[src/rtl/mdu_seq.sv]
// mdu_seq: iterative RV32M multiply/divide sequencer.
// Radix-2 shift-add multiply and restoring divide on operand magnitudes.
// The sign is applied once, when the result is registered.
module mdu_seq #(
  parameter int XLEN  = 32,
  parameter int CNT_W = 5
) (
  input  logic            clk,
  input  logic            rst_n,
  input  logic            start,
  input  logic [2:0]      funct3,
  input  logic [XLEN-1:0] rs1_val,
  input  logic [XLEN-1:0] rs2_val,
  input  logic            flush,
  output logic            busy,
  output logic            done,
  output logic [XLEN-1:0] result
);

  localparam logic [2:0] F_MUL    = 3'b000;
  localparam logic [2:0] F_MULH   = 3'b001;
  localparam logic [2:0] F_MULHSU = 3'b010;
  localparam logic [2:0] F_MULHU  = 3'b011;
  localparam logic [2:0] F_DIV    = 3'b100;
  localparam logic [2:0] F_DIVU   = 3'b101;
  localparam logic [2:0] F_REM    = 3'b110;

  typedef enum logic [1:0] {S_IDLE, S_MUL, S_DIV, S_DONE} state_t;

  // Two's-complement negate when neg is set (magnitude and result fix-up).
  function automatic logic [XLEN-1:0] cneg_w(input logic [XLEN-1:0] v, input logic neg);
    return neg ? -v : v;
  endfunction

  function automatic logic [2*XLEN-1:0] cneg_2w(input logic [2*XLEN-1:0] v, input logic neg);
    return neg ? -v : v;
  endfunction

  state_t            state_q, state_d;
  logic [2:0]        op_q, op_d;
  logic              sign_q, sign_d;
  logic [XLEN-1:0]   opa_q, opa_d;    // multiplicand or divisor magnitude
  logic [2*XLEN-1:0] acc_q, acc_d;    // {product hi | remainder, multiplier | dividend->quotient}
  logic [CNT_W-1:0]  cnt_q, cnt_d;
  logic [XLEN-1:0]   res_q, res_d;

  logic              rs1_sgn, rs2_sgn, rs1_neg, rs2_neg, in_sign, in_div0, in_ovf;
  logic [XLEN-1:0]   mag1, mag2;

  // Decode the request presented on the inputs: signedness, magnitudes, special cases.
  always_comb begin
    rs1_sgn = (funct3 == F_MULH) || (funct3 == F_MULHSU) || (funct3 == F_DIV) || (funct3 == F_REM);
    rs2_sgn = (funct3 == F_MULH) || (funct3 == F_DIV) || (funct3 == F_REM);
    rs1_neg = rs1_sgn & rs1_val[XLEN-1];
    rs2_neg = rs2_sgn & rs2_val[XLEN-1];
    mag1    = cneg_w(rs1_val, rs1_neg);
    mag2    = cneg_w(rs2_val, rs2_neg);
    // Remainders take the dividend's sign; products and quotients the XOR.
    in_sign = (funct3[2] && funct3[1]) ? rs1_neg : (rs1_neg ^ rs2_neg);
    in_div0 = funct3[2] && (rs2_val == '0);
    in_ovf  = ((funct3 == F_DIV) || (funct3 == F_REM)) &&
              (rs1_val == {1'b1, {(XLEN-1){1'b0}}}) && (rs2_val == '1);
  end

  logic [XLEN:0]     mul_sum, div_sh, div_diff;
  logic              div_ge;
  logic [2*XLEN-1:0] mul_nxt, div_nxt, fin_acc, prod_fix;
  logic [XLEN-1:0]   quo_fix, rem_fix, fin_res;

  // One radix-2 step of each engine plus the sign-corrected final field.
  always_comb begin
    mul_sum  = {1'b0, acc_q[2*XLEN-1:XLEN]} + (acc_q[0] ? {1'b0, opa_q} : '0);
    mul_nxt  = {mul_sum, acc_q[XLEN-1:1]};
    div_sh   = acc_q[2*XLEN-1:XLEN-1];
    div_diff = div_sh - {1'b0, opa_q};
    div_ge   = ~div_diff[XLEN];
    div_nxt  = {(div_ge ? div_diff[XLEN-1:0] : div_sh[XLEN-1:0]), acc_q[XLEN-2:0], div_ge};
    fin_acc  = (state_q == S_MUL) ? mul_nxt : div_nxt;
    // Full-width product is negated before the high/low half is picked.
    prod_fix = cneg_2w(fin_acc, sign_q);
    quo_fix  = cneg_w(fin_acc[XLEN-1:0], sign_q);
    rem_fix  = cneg_w(fin_acc[2*XLEN-1:XLEN], sign_q);
    case (op_q)
      F_MUL:                     fin_res = prod_fix[XLEN-1:0];
      F_MULH, F_MULHSU, F_MULHU: fin_res = prod_fix[2*XLEN-1:XLEN];
      F_DIV, F_DIVU:             fin_res = quo_fix;
      default:                   fin_res = rem_fix;
    endcase
  end

  // Next-state and datapath register updates.
  always_comb begin
    state_d = state_q;
    op_d    = op_q;
    sign_d  = sign_q;
    opa_d   = opa_q;
    acc_d   = acc_q;
    cnt_d   = cnt_q;
    res_d   = res_q;
    case (state_q)
      S_IDLE: begin
        if (start && !flush) begin
          op_d   = funct3;
          sign_d = in_sign;
          cnt_d  = '0;
          if (funct3[2]) begin
            opa_d = mag2;
            acc_d = {{XLEN{1'b0}}, mag1};
          end else begin
            opa_d = mag1;
            acc_d = {{XLEN{1'b0}}, mag2};
          end
          if (in_div0) begin
            res_d   = funct3[1] ? rs1_val : '1;
            state_d = S_DONE;
          end else if (in_ovf) begin
            res_d   = funct3[1] ? '0 : rs1_val;
            state_d = S_DONE;
          end else begin
            state_d = funct3[2] ? S_DIV : S_MUL;
          end
        end
      end
      S_MUL, S_DIV: begin
        if (flush) begin
          state_d = S_IDLE;
        end else begin
          acc_d = fin_acc;
          cnt_d = cnt_q + CNT_W'(1);
          if (cnt_q == '1) begin
            res_d   = fin_res;
            state_d = S_DONE;
          end
        end
      end
      default: state_d = S_IDLE;
    endcase
  end

  // State and datapath registers, cleared by the asynchronous reset.
  always_ff @(posedge clk or negedge rst_n) begin
    if (!rst_n) begin
      state_q <= S_IDLE;
      op_q    <= '0;
      sign_q  <= 1'b0;
      opa_q   <= '0;
      acc_q   <= '0;
      cnt_q   <= '0;
      res_q   <= '0;
    end else begin
      state_q <= state_d;
      op_q    <= op_d;
      sign_q  <= sign_d;
      opa_q   <= opa_d;
      acc_q   <= acc_d;
      cnt_q   <= cnt_d;
      res_q   <= res_d;
    end
  end

  assign busy   = (state_q != S_IDLE);
  assign done   = (state_q == S_DONE);
  assign result = res_q;

endmodule

[config.mk]
export PLATFORM = sky130hd
export DESIGN_NAME = mdu_seq
export DESIGN_NICKNAME = d
export VERILOG_FILES = /design/src/rtl/mdu_seq.sv
export SDC_FILE = /design/constraint.sdc
export NUM_CORES = 1
export LEC_CHECK = 0
export CORE_AREA = 5 5 183 185
export DETAILED_ROUTE_END_ITERATION = 6
export DIE_AREA = 0 0 188 190
export GPL_ROUTABILITY_DRIVEN = 0
export PLACE_DENSITY = 0.74
export SLEW_MARGIN = 15
export SYNTH_ARGS = -nofsm -noshare
export SYNTH_HDL_FRONTEND = slang
export SYNTH_SLANG_ARGS = --single-unit
[constraint.sdc]
create_clock -name clk -period 5.5 [get_ports clk]
set_clock_uncertainty 0.1 [all_clocks]
set_input_delay 1.1 -clock clk [delete_from_list [all_inputs] [get_ports clk]]
set_output_delay 1.1 -clock clk [all_outputs]
set_load 0.05 [all_outputs]
==> results, run 1 <==
- The clock root buffer is sky130_fd_sc_hd__clkbuf_16.
- Compared with the post-synthesis result, the final layout area differs by 14.90%.
- The net count of the finished layout is between 2000 and 3000.
- The die is between 150 and 200 um wide.
- The maximum number of pins on one net before global-route repair is around 110.
- The clock transition time at the flip-flop clock pins of the worst setup and hold paths is 0.07 ns.
- The area of the core region is around 0.032 mm^2.
- The kind of launch point of the worst setup path is a register.
- The final reports fail on design-rule violations.
- The synthesized netlist occupies a cell area of around 0.016 mm^2.
- The biggest cell delay along the critical path is ~0.48 ns.
- Setup violations remaining at the end of the flow were counted as 0.
- The sort of element at the end of the critical path is a register.
- By count the netlist is led by sky130_fd_sc_hd__nand2_1 (308), sky130_fd_sc_hd__nor2_1 (235), sky130_fd_sc_hd__a21oi_1 (233).
- Static timing analysis puts the maximum clock frequency at between 150 and 200 MHz.
- Headroom to the max-slew limit came out at 31.03%.
- The number of routed nets with antenna violations is 0.
- The global-route total usage across every layer is a little over a third.
- The via count of the first global-routing pass is around 18000.
- The critical path goes through inv_1 > ha_1 > inv_1 > fa_2 > a211oi_2 > o211ai_1 > nand2_1 > a21oi_2 > a2111oi_4 > o31a_1 > ha_2 > o211ai_1 > or4_4 > or2_4 > o41ai_4 > nand2_1 > o31a_1 > or4_1 > a31oi_1 > o21ai_1 > a22o_1.
- The total negative slack for setup checks is 0 ns.
- The number of design-rule violations left by the first detailed-router iteration is around 3100.
- After detailed routing, the number of remaining DRC violations is 2.
- The TritonCTS clock tree is built.
- Detailed placement ended at an HPWL of ~50 mm.
- After global routing the overflow that remains totals 0.
- The hold violation count in the final report was 0.
- The worst path needs roughly 5.4 ns of the cycle, external delays included.
- The placement row count is 66.
- The number of storage elements in the synthesis netlist is 139.
- The total power per unit cell area is just under 800 mW/mm^2.
- The repair_antennas step left the layout with diodes totalling 0.
- The leakage power figure is approximately 7.6 nW.
- The floorplan step set the die height to roughly 190 um.
- The starting utilization of the core area is 51.67%.
- Setup repair after global routing could not meet its margin everywhere.
- The highest layer touched by signal routing is met4.
- The synthesized design contains 0 enable-type register cells.
- In this run the biggest area consumer among cell types represents a little over a fifth of the synthesized area.
- Data on the critical path arrives at its endpoint at about 5.6 ns.
- The fraction of the cycle the final worst path needs is approximately 98%.
- Power comes to approximately 15 mW.
- The minimum setup slack in the final design is roughly 0.12 ns.
- Timing analysis after detailed placement gives a worst setup slack of 0.04514 ns.
- Max-cap violations in this run came to 0.
- The tree built by TritonCTS fans out to ~140 sinks.
- The tightest min-delay check is of the reg2reg type.
- The pre-antenna-repair detailed-routing pass consisted of 7 iterations.
- The filler cells instantiated in the layout total around 2900.
- Of all nets on the critical path, the largest fanout is 5.
- The most used flip-flop cell after synthesis is sky130_fd_sc_hd__dfrtp_1.
- For the pin with the worst max-slew slack, the measured transition is between 1 and 1.5 ns.
- After detailed routing, the number of vias per cell comes to approximately 6.8.
- The required time at the worst-slack endpoint is ~5.7 ns.
- For the worst-skew pair, the clock arrives at the later sink with an insertion delay of ~0.46 ns.
- The final layout contains routed wiring with a total length of about 65 mm.
- Yosys attributes the largest share of cell area to sky130_fd_sc_hd__dfrtp_1 (21%), sky130_fd_sc_hd__a21oi_1 (7.1%), sky130_fd_sc_hd__nand2_1 (7.0%).
- The mean area per synthesized cell is a little over 7 um^2.
- Buffers inserted during clock tree synthesis total 17.
- The type of the worst setup path is reg2reg.
- By instance count, the leading cell after synthesis is sky130_fd_sc_hd__nand2_1.
- The met2 routed wirelength is 27.37 mm.
- The Yosys warning count is 0.
- The detailed-route via count is between 15000 and 20000.
- The first global-routing pass estimated 99.71 mm of wire.
- The H-tree was split into 4 levels.
- The gate count of the mapped netlist is 2318.
- Dividing the detail-routed wire length by the instance count gives about 23 um.
- Counting flops with an async set or reset pin after synthesis yields a share of 100.0%.
- The routed length on met1 is between 20 and 25 mm.
- The distinct cell type count after synthesis is 95.
- The portion of the post-synthesis area used by sequential elements is around a fifth.
- The slowest stage of the critical path is the sky130_fd_sc_hd__or4_1 cell.
- Buffers placed on the I/O ports in this run total approximately 100.
- The I/O pin total is about 110.
- The fraction of final layout cells sized beyond drive strength 1 is 9.170%.
- The initial antenna violation count is 3.
- The flow ran to the end, but the final reports show violations.
- The cell type with the largest total area after synthesis is sky130_fd_sc_hd__dfrtp_1.
- The maximum buffer depth of the clock tree is 2.
- The wire length on met3 is approximately 8.1 mm.
- The post-synthesis net count is ~2500.
- The final count of pins violating max slew is 0.
- The floorplan die area is around 0.036 mm^2.
- Across the VDD grid, the largest voltage drop is roughly 0.34 mV.
-- worst max-delay path: cells and delay by family (launching register included) --
family | cells | cell delay, ns
buf+inv | 2 | 0.14
simple gates | 5 | 1.53
fa+ha+maj | 3 | 0.75
flops | 1 | 0.37
compound gates | 11 | 2.36
-- metrics by stage --
stage / std cells / cell area [um^2] / utilization, % / hold slack [ns]
6_report: 2818 / 18920 / 59.37 / 0.3898
2_1_floorplan: 2318 / 16520 / - / 0.3639
4_1_cts: 2814 / 18870 / 59.20 / 0.3876
5_1_grt: 2818 / 18920 / 59.37 / 0.4000
3_3_place_gp: 2783 / 18270 / 57.32 / 0.3679
3_5_place_dp: 2783 / 18270 / 57.32 / 0.3743
-- routing by layer --
metal  vias up  track usage [%]
met5         -                0
met4         0            21.49
met3       335            9.083
met2      1324            53.43
met1      8816            45.13
li1       8634                -
-- sequential cells by signal (all words and copies together), names as in the netlist --
signal   flops
sign_q       1
acc_q       64
result      32
cnt_q        5
op_q         3
state_q      2
opa_q       32
-- report_power, final --
group	switching [mW]	internal (mW)	total, mW	leakage [nW]
registers	0.434	1.46	1.90	1.70
logic	7.42	4.04	11.5	5.64
clock network	0.490	0.714	1.20	0.281
total	8.34	6.22	14.6	7.62
-- path summary, 6_finish.rpt --
path	start	to	slack, ns	cells after the start
min in group asynchronous	rst_n	result[14]$_DFFE_PN0P_	0.51	1
worst min-delay path	result[10]$_DFFE_PN0P_	result[10]$_DFFE_PN0P_	0.39	1
worst max register to register	acc_q[31]$_DFFE_PN0P_	result[22]$_DFFE_PN0P_	0.12	21
max in group asynchronous	rst_n	acc_q[33]$_DFFE_PN0P_	3.75	2
worst max-delay path	acc_q[31]$_DFFE_PN0P_	result[22]$_DFFE_PN0P_	0.12	21
worst min register to register	result[10]$_DFFE_PN0P_	result[10]$_DFFE_PN0P_	0.39	1
-- area by class of cell --
cell class	instances	area (um^2)	area share [%]
repair buffers	207	1838	9.713
well taps	408	510.5	2.698
inverters	67	251.5	1.329
multi-input cells	1966	12250	64.72
clock inverters	9	112.6	0.5951
clock buffers	22	484.2	2.559
flip-flops and latches	139	3480	18.39
-- repair_timing --
action	in CTS	in global routing
resized for setup	0	5
setup buffers	0	4
setup endpoints to repair	0	6
hold buffers	0	0
-- kinds of logic after synthesis --
| kind of cell | synth area share (%) |
|---|---|
| AO/OA/AOI/OAI | 31.11 |
| XOR/XNOR | 7.871 |
| adder cells (fa/ha/maj) | 5.865 |
| buffers and inverters | 5.257 |
| flip-flops | 21.12 |
| multiplexers | 3.783 |
| AND/OR/NAND/NOR | 24.99 |
-- layout by cell type, fill, tap and decap left out, types with 11 or more instances in the layout --
master	n
sky130_fd_sc_hd__a211oi_1	36
sky130_fd_sc_hd__a21boi_0	11
sky130_fd_sc_hd__a21o_1	27
sky130_fd_sc_hd__a21oi_1	232
sky130_fd_sc_hd__a221oi_1	13
sky130_fd_sc_hd__a31oi_1	21
sky130_fd_sc_hd__and2_1	49
sky130_fd_sc_hd__and3_1	11
sky130_fd_sc_hd__buf_4	102
sky130_fd_sc_hd__clkbuf_16	17
sky130_fd_sc_hd__clkdlybuf4s50_1	102
sky130_fd_sc_hd__dfrtp_1	138
sky130_fd_sc_hd__ha_1	71
sky130_fd_sc_hd__inv_1	66
sky130_fd_sc_hd__mux2_2	18
sky130_fd_sc_hd__mux2i_1	42
sky130_fd_sc_hd__nand2_1	307
sky130_fd_sc_hd__nand2b_1	22
sky130_fd_sc_hd__nand3_1	42
sky130_fd_sc_hd__nand4_1	33
sky130_fd_sc_hd__nor2_1	234
sky130_fd_sc_hd__nor2b_1	15
sky130_fd_sc_hd__nor3_1	69
sky130_fd_sc_hd__nor4_1	23
sky130_fd_sc_hd__o211ai_1	39
sky130_fd_sc_hd__o21a_1	17
sky130_fd_sc_hd__o21ai_0	202
sky130_fd_sc_hd__o21ai_1	11
sky130_fd_sc_hd__o22ai_1	32
sky130_fd_sc_hd__o31ai_1	31
sky130_fd_sc_hd__or2_2	12
sky130_fd_sc_hd__or3_1	16
sky130_fd_sc_hd__xnor2_1	88
sky130_fd_sc_hd__xor2_1	59
No activity file was read; power rests on OpenSTA's default activity.
==> run 2: changes to the inputs <==
CTS_CLUSTER_DIAMETER = 120   (was unset)
==> results of run 2 <==
Same layout as run 1: the final DEF is identical, and so are final timing and power.
